===== src/rtl/inst_axi_bridge.sv =====
// -----------------------------------------------------------------------------
// inst_axi_bridge
// Adapts the CPU instruction-fetch SRAM-like interface to an AXI read channel.
// One fetch is in flight at a time; each becomes a single-beat INCR read.
//
// Ports:
//   clk, reset            clock and synchronous active-high reset
//   inst_sram_*           fetch request (en/addr/size) and response
//                         (addr_ok/data_ok/rdata); wr/wen/wdata are ignored
//   inst_err              bus error, pulses with inst_sram_data_ok
//   fetch_cancel          drop the result of the outstanding fetch
//   ar*                   AXI read-address channel (master side)
//   r*                    AXI read-data channel (master side)
// -----------------------------------------------------------------------------
module inst_axi_bridge #(
  parameter logic [3:0] ARID = 4'h0
) (
  input  logic        clk,
  input  logic        reset,
  // Fetch interface
  input  logic        inst_sram_en,
  input  logic        inst_sram_wr,
  input  logic [3:0]  inst_sram_wen,
  input  logic [31:0] inst_sram_wdata,
  input  logic [1:0]  inst_sram_size,
  input  logic [31:0] inst_sram_addr,
  output logic        inst_sram_addr_ok,
  output logic        inst_sram_data_ok,
  output logic [31:0] inst_sram_rdata,
  output logic        inst_err,
  input  logic        fetch_cancel,
  // AXI AR channel
  output logic [3:0]  arid,
  output logic [31:0] araddr,
  output logic [7:0]  arlen,
  output logic [2:0]  arsize,
  output logic [1:0]  arburst,
  output logic        arvalid,
  input  logic        arready,
  // AXI R channel
  input  logic [3:0]  rid,
  input  logic [31:0] rdata,
  input  logic [1:0]  rresp,
  input  logic        rlast,
  input  logic        rvalid,
  output logic        rready
);

  typedef enum logic [1:0] {StIdle, StAr, StR} state_e;

  state_e      r_state;
  state_e      w_state_next;
  logic [29:0] r_addr;     // word address; byte offset is always dropped on AR
  logic [1:0]  r_size;
  logic        r_cancel;
  logic        w_beat_done;

  // Write-side fetch inputs and the byte offset have no use on a read-only path.
  logic w_unused;
  assign w_unused = ^{inst_sram_wr, inst_sram_wen, inst_sram_wdata, inst_sram_addr[1:0]};

  // Only the last beat carrying our own ID ends the transaction.
  assign w_beat_done = (r_state == StR) && rvalid && rlast && (rid == ARID);

  always_ff @(posedge clk) begin
    if (reset) begin
      r_state  <= StIdle;
      r_addr   <= '0;
      r_size   <= '0;
      r_cancel <= 1'b0;
    end else begin
      r_state <= w_state_next;
      if (inst_sram_addr_ok) begin
        r_addr <= inst_sram_addr[31:2];
        r_size <= inst_sram_size;
      end
      // Returning to idle wins, so a cancel that coincides with completion
      // cannot leak into the next fetch.
      if (w_state_next == StIdle) begin
        r_cancel <= 1'b0;
      end else if (r_state != StIdle && fetch_cancel) begin
        r_cancel <= 1'b1;
      end
    end
  end

  always_comb begin
    w_state_next      = r_state;
    inst_sram_addr_ok = 1'b0;
    arvalid           = 1'b0;
    rready            = 1'b0;
    unique case (r_state)
      StIdle: begin
        inst_sram_addr_ok = inst_sram_en && !fetch_cancel;
        if (inst_sram_en && !fetch_cancel) w_state_next = StAr;
      end
      StAr: begin
        arvalid = 1'b1;
        if (arready) w_state_next = StR;
      end
      StR: begin
        rready = 1'b1;
        if (w_beat_done) w_state_next = StIdle;
      end
      default: w_state_next = StIdle;
    endcase
    if (reset) w_state_next = StIdle;
  end

  // AR fields come straight from the latched request, so they hold until arready.
  assign arid    = ARID;
  assign araddr  = {r_addr, 2'b00};
  assign arlen   = 8'd0;
  assign arsize  = {1'b0, r_size};
  assign arburst = 2'b01;

  assign inst_sram_data_ok = w_beat_done && !r_cancel && !fetch_cancel;
  assign inst_sram_rdata   = rdata;
  assign inst_err          = inst_sram_data_ok && (rresp != 2'b00);

endmodule


===== config.mk =====
export PLATFORM = sky130hd
export DESIGN_NAME = inst_axi_bridge
export DESIGN_NICKNAME = d
export VERILOG_FILES = /design/src/rtl/inst_axi_bridge.sv
export SDC_FILE = /design/constraint.sdc
export NUM_CORES = 1
export LEC_CHECK = 0
export CORE_MARGIN = 2
export CORE_UTILIZATION = 30
export DETAILED_ROUTE_END_ITERATION = 10
export GPL_TIMING_DRIVEN = 1
export PLACE_DENSITY_LB_ADDON = 0.05
export SETUP_SLACK_MARGIN = 0.2
export SLEW_MARGIN = 15
export SYNTH_ARGS = -nofsm -noshare
export SYNTH_HDL_FRONTEND = slang
export SYNTH_SLANG_ARGS = --single-unit

===== constraint.sdc =====
create_clock -name clk -period 3.3 [get_ports clk]
set_input_delay 0.495 -clock clk [delete_from_list [all_inputs] [get_ports clk]]
set_output_delay 0.495 -clock clk [all_outputs]
set_load 0.05 [all_outputs]

* Yosys cells after proc, flatten, opt, wreduce, memory -nomap -nowiden
Index checks and enable logic that the tools add are counted.
Storage, ports and cells: bits in registers 35, bits in writable memories 0, output and inout bits 86, memories 0, bits in latches 0, word-level logic and storage cells 30, bits in read-only memories 0
Cells by class: $lt $le $gt $ge 0, div/mod/pow operators 0, bitwise gates (word level) 0, mux-type cells 8, eq/ne operators 2, shift operators 0, add/sub/neg operators 0, reductions and logical operators 16, multipliers 0
Operator list (count):
- logical AND 1 bit | 8
- two-way mux 2 bit | 4
- one-hot mux 2 bit (3 select lines) | 1
- logical NOT 2 bit | 2
- logical NOT 4 bit | 1
- nonzero test 2 bit | 2
- two-way mux 1 bit | 3
- equality test 2 x 1 -> 1 bit, second input constant | 1
- equality test 2 bit, second input constant | 1
- logical NOT 1 bit | 2
- OR reduction 2 bit | 1

* Logic depth before layout (Yosys ltp)
Gate-level depths: netlist of the first run.
depth after elaboration 9, mapped depth 6, mapped depth without buffers 4

* Worst setup path after synthesis of the first run
No wires, ideal clock.
kind register to output, from reg r_state[1], to out inst_err, path buffers 0, stages on the path, launching flop included 4, data required time 2805 ps, data arrival time 1700 ps, setup slack 1105 ps, cells stage by stage dfxtp_1 -> inv_1 -> nor2_1 -> o2111a_1
Between the ends: cells in the longest elaborated chain, start to end 7
Ends and longest elaborated chain:
- start, declared | line 51 | state_e r_state;
- start signal, assigned | line 67 | r_state <= StIdle;
- start signal, assigned | line 72 | r_state <= w_state_next;
- equality test 2 bit | line 63 | assign w_beat_done = (r_state == StR) && rvalid && rlast && (rid == ARID);
- logical AND 1 bit (3 in a row) | line 63
- logical AND 1 bit (2 in a row) | line 117 | assign inst_sram_data_ok = w_beat_done && !r_cancel && !fetch_cancel;
- logical AND 1 bit | line 119 | assign inst_err = inst_sram_data_ok && (rresp != 2'b00);
- end, declared | line 30 | output logic inst_err,
No other way between the ends.

* Worst setup path after layout of the first run
from in rid[1], to out inst_sram_data_ok
Between the ends: cells in the longest elaborated chain, start to end 4
Ends and longest elaborated chain:
- start, declared | line 41 | input logic [3:0] rid,
- logical NOT 4 bit | line 63
- logical AND 1 bit | line 63
- logical AND 1 bit (2 in a row) | line 117
- end, declared | line 28 | output logic inst_sram_data_ok,
No other way between the ends.

==> results of run 1 <==
## cell families after synthesis
kind of cell           Yosys count  share of synthesized area (%)
AO/OA/AOI/OAI                   38                          17.49
AND/OR/NAND/NOR                 74                          17.83
buffers and inverters           62                          25.40
other                            2                         0.4165
flip-flops                      35                          38.86
## worst max path at each step
stage                     slack [ps]                 to
after floorplan                 1100           inst_err
after global placement           350  inst_sram_data_ok
after detailed placement         350  inst_sram_data_ok
after CTS                        350  inst_sram_data_ok
after global routing             210  inst_sram_data_ok
final                            340  inst_sram_data_ok
## cells in the mapped netlist
cell type / instances / area (um2)
clkinv_4: 1 / 8.760
buf_6: 2 / 22.52
buf_12: 1 / 20.02
nand2_1: 56 / 210.2
nand2b_1: 1 / 6.260
inv_1: 1 / 3.750
clkbuf_1: 3 / 11.26
buf_2: 4 / 20.02
nor2b_1: 2 / 12.51
a211oi_1: 1 / 7.510
nor2_1: 2 / 7.510
conb_1: 2 / 7.510
and3_1: 2 / 12.51
buf_1: 1 / 3.750
dfxtp_1: 35 / 700.7
nor4_1: 1 / 6.260
buf_4: 49 / 367.9
a311o_1: 1 / 10.01
nand2_2: 9 / 56.30
a21oi_2: 29 / 254.0
a21oi_1: 5 / 25.02
or4b_1: 1 / 10.01
o2111a_1: 1 / 11.26
o21bai_1: 1 / 7.510
## routing by layer
| metal | up-vias | GRT usage (%) | wire length (um) | share of wire (%) |
|---|---|---|---|---|
| met5 | - | 0 | 0 | 0 |
| met4 | 0 | 5.254 | 35 | 0.88 |
| met3 | 4 | 6.264 | 515 | 13 |
| met2 | 73 | 17.46 | 1724 | 44 |
| met1 | 621 | 14.26 | 1683 | 43 |
| li1 | 692 | - | - | - |
## area by class of cell
class	instances	area, um2	share of cell area [%]
Timing Repair Buffer	82	808.3	33.40
Tap cell	75	93.84	3.878
Clock buffer	7	96.34	3.981
Inverter	2	12.51	0.5171
Multi-Input combinational cell	129	700.7	28.96
Sequential cell	35	700.7	28.96
Clock inverter	1	7.507	0.3102
## state kept, by name, summed over array words and instances, names as in the netlist
signal,cells
r_addr,30
r_cancel,1
r_size,2
r_state,2
## critical path, delay by kind of cell
family | cells | cell delay [ps]
AND/OR/NAND/NOR | 3 | 790
buffers and inverters | 2 | 1180
## power groups by stage
stage / Sequential, uW / Clock, uW / Combinational (uW)
detailed placement: 464 / 0 / 285
finish: 454 / 343 / 282
floorplan: 530 / 0 / 239
global placement: 464 / 0 / 285
global route: 457 / 380 / 300
CTS: 454 / 360 / 285
## metrics by stage
step | total power [uW] | instance area (um2) | hold slack [ps]
finish | 1079 | 2420 | 458.6
global route | 1136 | 2420 | 481.0
CTS | 1100 | 2420 | 461.9
detailed placement | 748.4 | 2316 | 449.4
global placement | 748.5 | 2316 | 446.7
floorplan | 768.5 | 1859 | 520.4
==> impl_metrics.env, run 1 <==
export IMPL_crit_required_ps=2800
export IMPL_r2r_end="r_addr[11]$_SDFFE_PP0P_"
export IMPL_io_pins=202
export IMPL_die_y_um=81.53
export IMPL_grt_pass1_wl_mm=5.968
export IMPL_synth_distinct_cells=24
export IMPL_pre_cts_ws_ps=348.3
export IMPL_status="finished clean"
export IMPL_reg2reg_slack_ps=1720
export IMPL_path_cells="clkdlybuf4s50_1, nor4_1, and3_1, and3_1, clkdlybuf4s50_1"
export IMPL_dr_pass1_iters=3
export IMPL_min_path_cells=2
export IMPL_drive_gt1_share_pct=19.92
export IMPL_timing_final_crit_share_pct=89.70
export IMPL_powerDensity_nw_per_um2=446.0
export IMPL_nets=371
export IMPL_r2r_start="r_state[0]$_SDFF_PP0_"
export IMPL_power_leakage_uw=0.0008547
export IMPL_sw_frac_of_total_pct=31.99
export IMPL_synth_cells=211
export IMPL_fp_row_count=28
export IMPL_hold_violations=0
export IMPL_cp_end_kind="primary output"
export IMPL_dieArea_um2=6646
export IMPL_min_to="r_addr[7]$_SDFFE_PP0P_"
export IMPL_drc=0
export IMPL_root_buffer="clkbuf_8"
export IMPL_pwr_share_seq_pct=42.1
export IMPL_grt_pass1_vias=1278
export IMPL_max_cap_viol_count=0
export IMPL_gp_congestion=0.6972
export IMPL_ys_ff_latch=35
export IMPL_coreArea_um2=5851
export IMPL_cts_resized=0
export IMPL_stdcell_count=331
export IMPL_crit_path_start="rid[1]"
export IMPL_clockPowerShare_pct=31.8
export IMPL_hold_class="reg -> reg"
export IMPL_skew_ps=7.680
export IMPL_n_antenna_cell=0
export IMPL_worstSkewPairLatency_ps=280
export IMPL_reg2reg_depth=4
export IMPL_comb_power_share_pct=26.1
export IMPL_tightest_slew_ps=1016
export IMPL_ir_drop_mv=0.1911
export IMPL_arrival_ps=2470
export IMPL_hp_start="r_addr[7]$_SDFFE_PP0P_"
export IMPL_startpoint_type="input port"
export IMPL_fillers=615
export IMPL_holdBufCountCts=0
export IMPL_layout_commonest_cell="clkdlybuf4s50_1"
export IMPL_clkSinkCount=35
export IMPL_switchingPower_uw=345.3
export IMPL_clk_pin_slew_ps=70
export IMPL_dp_hpwl_mm=2.622
export IMPL_crit_type="in -> out"
export IMPL_critPathMaxFanout=2
export IMPL_fmax_mhz=337.8
export IMPL_cts_max_path_buffers=2
export IMPL_p_int_uw=734.0
export IMPL_critPathMaxStageDelay_ps=790
export IMPL_yosys_warnings=0
export IMPL_fin_util_pct=41.36
export IMPL_setup_violations_final=0
export IMPL_tritoncts="built"
export IMPL_maxSlewViolCount=0
export IMPL_htreeDepth=2
export IMPL_ys_seq_area_share_pct=38.86
export IMPL_avgSynthCellArea_um2=8.545
export IMPL_initial_utilization_pct=30.82
export IMPL_portBuffers=81
export IMPL_wire_per_inst_um=11.96
export IMPL_setup_ws_ps=339.8
export IMPL_routed_wl_mm=3.958
export IMPL_die_w_um=81.53
export IMPL_drtAntennaViolNets=0
export IMPL_cts_buffers=5
export IMPL_place_inst=323
export IMPL_dr_first_iter_drc_count=37
export IMPL_relSlewSlack_pct=32.24
export IMPL_rsz0062_at_grt="no"
export IMPL_overflow=0
export IMPL_postCtsSetupBuffers=0
export IMPL_vias=1390
export IMPL_gr_usage_all_layers_pct=11.86
export IMPL_via_per_inst=4.199
export IMPL_final_cell_mix="clkdlybuf4s50_1 (78), nand2_1 (56), dfxtp_1 (35)"
export IMPL_synth_area_um2=1803
export IMPL_grt_max_degree=36
export IMPL_antenna_found_initial=0
export IMPL_syn2layout_area_growth_pct=34.21
export IMPL_fin_tns_setup_ps=0
export IMPL_cpMaxStageDelayCell="clkdlybuf4s50_1"
export IMPL_layout_min_cycle_time_ps=2960
(Power assumes the default switching activity.)
==> run 2: changes to the inputs <==
--- a/config.mk
+++ b/config.mk
@@ -5,6 +5,7 @@
 export SDC_FILE = /design/constraint.sdc
 export NUM_CORES = 1
 export LEC_CHECK = 0
+export ABC_CLOCK_PERIOD_IN_PS = 3300
 export CORE_MARGIN = 2
 export CORE_UTILIZATION = 30
 export DETAILED_ROUTE_END_ITERATION = 10
==> results of run 2 <==
No change in the layout: final DEF, timing and power equal those of run 1.
==> run 3: changes to the inputs <==
--- a/config.mk
+++ b/config.mk
@@ -10,7 +10,7 @@
 export CORE_UTILIZATION = 30
 export DETAILED_ROUTE_END_ITERATION = 10
 export GPL_TIMING_DRIVEN = 1
-export PLACE_DENSITY_LB_ADDON = 0.05
+export PLACE_DENSITY_LB_ADDON = 0.2
 export SETUP_SLACK_MARGIN = 0.2
 export SLEW_MARGIN = 15
 export SYNTH_ARGS = -nofsm -noshare
==> run 3 against run 2 <==
Final area unchanged. Power down 0.58%. Sequential cell count unchanged. Sequential power about the same. Global-route usage about the same. Clock power down 1%. Combinational power about the same. Critical path depth unchanged. Sequential share of layout area unchanged. Hold slack worse by 5.0 ps. Count of clock-buffer cells in the layout unchanged. Highest routed layer unchanged.
==> impl_metrics.env, run 3 (synthesized netlist as in run 1, its figures left out) <==
export IMPL_crit_family="buffers and inverters"
export IMPL_portBuffers=81
export IMPL_layout_min_cycle_time_ps=2930
export IMPL_drive_gt1_share_pct=19.92
export IMPL_path_cells="clkdlybuf4s50_1, nor4_1, and3_1, and3_1, clkdlybuf4s50_1"
export IMPL_io_pins=202
export IMPL_met1_usage_pct=13.93
export IMPL_dp_hpwl_mm=2.526
export IMPL_overflow=0
export IMPL_hold_violations=0
export IMPL_drc=0
export IMPL_largestRegisters="r_addr (30), r_size (2), r_state (2)"
export IMPL_grt_max_degree=36
export IMPL_powerDensity_nw_per_um2=443.4
export IMPL_fin_tns_setup_ps=0
export IMPL_skew_ps=8.660
export IMPL_setup_violations_final=0
export IMPL_gr_usage_all_layers_pct=11.86
export IMPL_gr_usage_met3_pct=5.055
export IMPL_top_register="r_addr"
export IMPL_busiest_layer="met2"
export IMPL_holdBufCountCts=0
export IMPL_layout_commonest_cell="clkdlybuf4s50_1"
export IMPL_reg2reg_slack_ps=1720
export IMPL_crit_path_start="rid[1]"
export IMPL_postCtsSetupBuffers=0
export IMPL_die_y_um=81.53
export IMPL_fin_util_pct=41.36
export IMPL_hold_class="reg -> reg"
export IMPL_rsz0062_at_grt="no"
export IMPL_drtAntennaViolNets=0
export IMPL_worstSkewPairLatency_ps=280
export IMPL_fp_row_count=28
export IMPL_timing_final_crit_share_pct=88.80
export IMPL_largest_reg_flops=30
export IMPL_startpoint_type="input port"
export IMPL_crit_buf_inv=2
export IMPL_vias=1409
export IMPL_r2r_end="r_addr[0]$_SDFFE_PP0P_"
export IMPL_dieArea_um2=6646
export IMPL_wire_per_inst_um=11.25
export IMPL_n_antenna_cell=0
export IMPL_cts_resized=0
export IMPL_grt_pass1_wl_mm=6.078
export IMPL_totalPowerFinal_uw=1073
export IMPL_syn2layout_area_growth_pct=34.21
export IMPL_routed_wl_mm=3.724
export IMPL_coreArea_um2=5851
export IMPL_clkSinkCount=35
export IMPL_cts_buffers=5
export IMPL_htreeDepth=2
export IMPL_tightest_slew_ps=949.0
export IMPL_gp_congestion=0.6111
export IMPL_critPathMaxFanout=2
export IMPL_dr_first_iter_drc_count=17
export IMPL_tritoncts="built"
export IMPL_clk_pin_slew_ps=70
export IMPL_antenna_found_initial=0
export IMPL_crit_required_ps=2800
export IMPL_maxSlewViolCount=0
export IMPL_nets=371
export IMPL_crit_type="in -> out"
export IMPL_cp_end_kind="primary output"
export IMPL_dr_pass1_iters=2
export IMPL_grt_util_met2_pct=18.69
export IMPL_power_leakage_uw=0.0008547
export IMPL_via_per_inst=4.257
export IMPL_grt_pass1_vias=1367
export IMPL_arrival_ps=2440
export IMPL_die_w_um=81.53
export IMPL_reg2reg_depth=4
export IMPL_min_path_cells=2
export IMPL_r2r_start="r_state[0]$_SDFF_PP0_"
export IMPL_root_buffer="clkbuf_8"
export IMPL_min_to="r_addr[8]$_SDFFE_PP0P_"
export IMPL_status="finished clean"
export IMPL_relSlewSlack_pct=36.73
export IMPL_cpMaxStageDelayCell="clkdlybuf4s50_1"
export IMPL_cts_max_path_buffers=2
export IMPL_critPathMaxStageDelay_ps=790
export IMPL_max_cap_viol_count=0
export IMPL_ir_drop_mv=0.1723
export IMPL_initial_utilization_pct=30.82
export IMPL_hp_start="r_addr[8]$_SDFFE_PP0P_"
export IMPL_fmax_mhz=341.3
export IMPL_final_cell_mix="clkdlybuf4s50_1 (78), nand2_1 (56), dfxtp_1 (35)"
[run 3: how the worst max path moves through the flow]
stage,end,slack (ps),cells after the start
detailed placement,inst_sram_data_ok,370,5
CTS,inst_sram_data_ok,370,5
finish,inst_sram_data_ok,370,5
global route,inst_sram_data_ok,230,5
floorplan,inst_err,1100,3
global placement,inst_sram_data_ok,360,5
[run 3: cell type report]
type | instances | area (um2)
fillers | 619 | 3431
clock inverters | 1 | 7.507
well taps | 75 | 93.84
inverters | 2 | 12.51
flip-flops and latches | 35 | 700.7
repair buffers | 82 | 808.3
multi-input cells | 129 | 700.7
clock buffers | 7 | 96.34
[run 3: metrics by stage]
stage	worst slack, ps	instances	hold WS [ps]	area, um2
after floorplan	1105	226	520.4	1859
after global placement	355.9	323	444.8	2316
after detailed placement	370.8	323	448.2	2316
after CTS	370.8	331	458.4	2420
after global routing	228.5	331	478.2	2420
final	369.7	331	453.7	2420
[run 3: metal layers]
layer  vias to the layer above  wire length [um]  part of all wire (%)
met5                         -                 0                     0
met4                         0                61                   1.6
met3                        13               426                    11
met2                        71              1595                    43
met1                       636              1641                    44
li1                        689                 -                     -
[run 3: worst register-to-register path, cell delays in order (launching register included)]
cell and delay [ps]:
dfxtp_1 340, or4b_1 600, buf_4 280, nand2_1 150, a21oi_2 60
[run 3: power by group]
group          total [uW]  internal (uW)  leakage (uW)  switching, uW
sequential            454            444      0.000286           10.5
clock                 338            190     0.0000505            148
combinational         281            101      0.000519            180
total                1070            734      0.000855            339
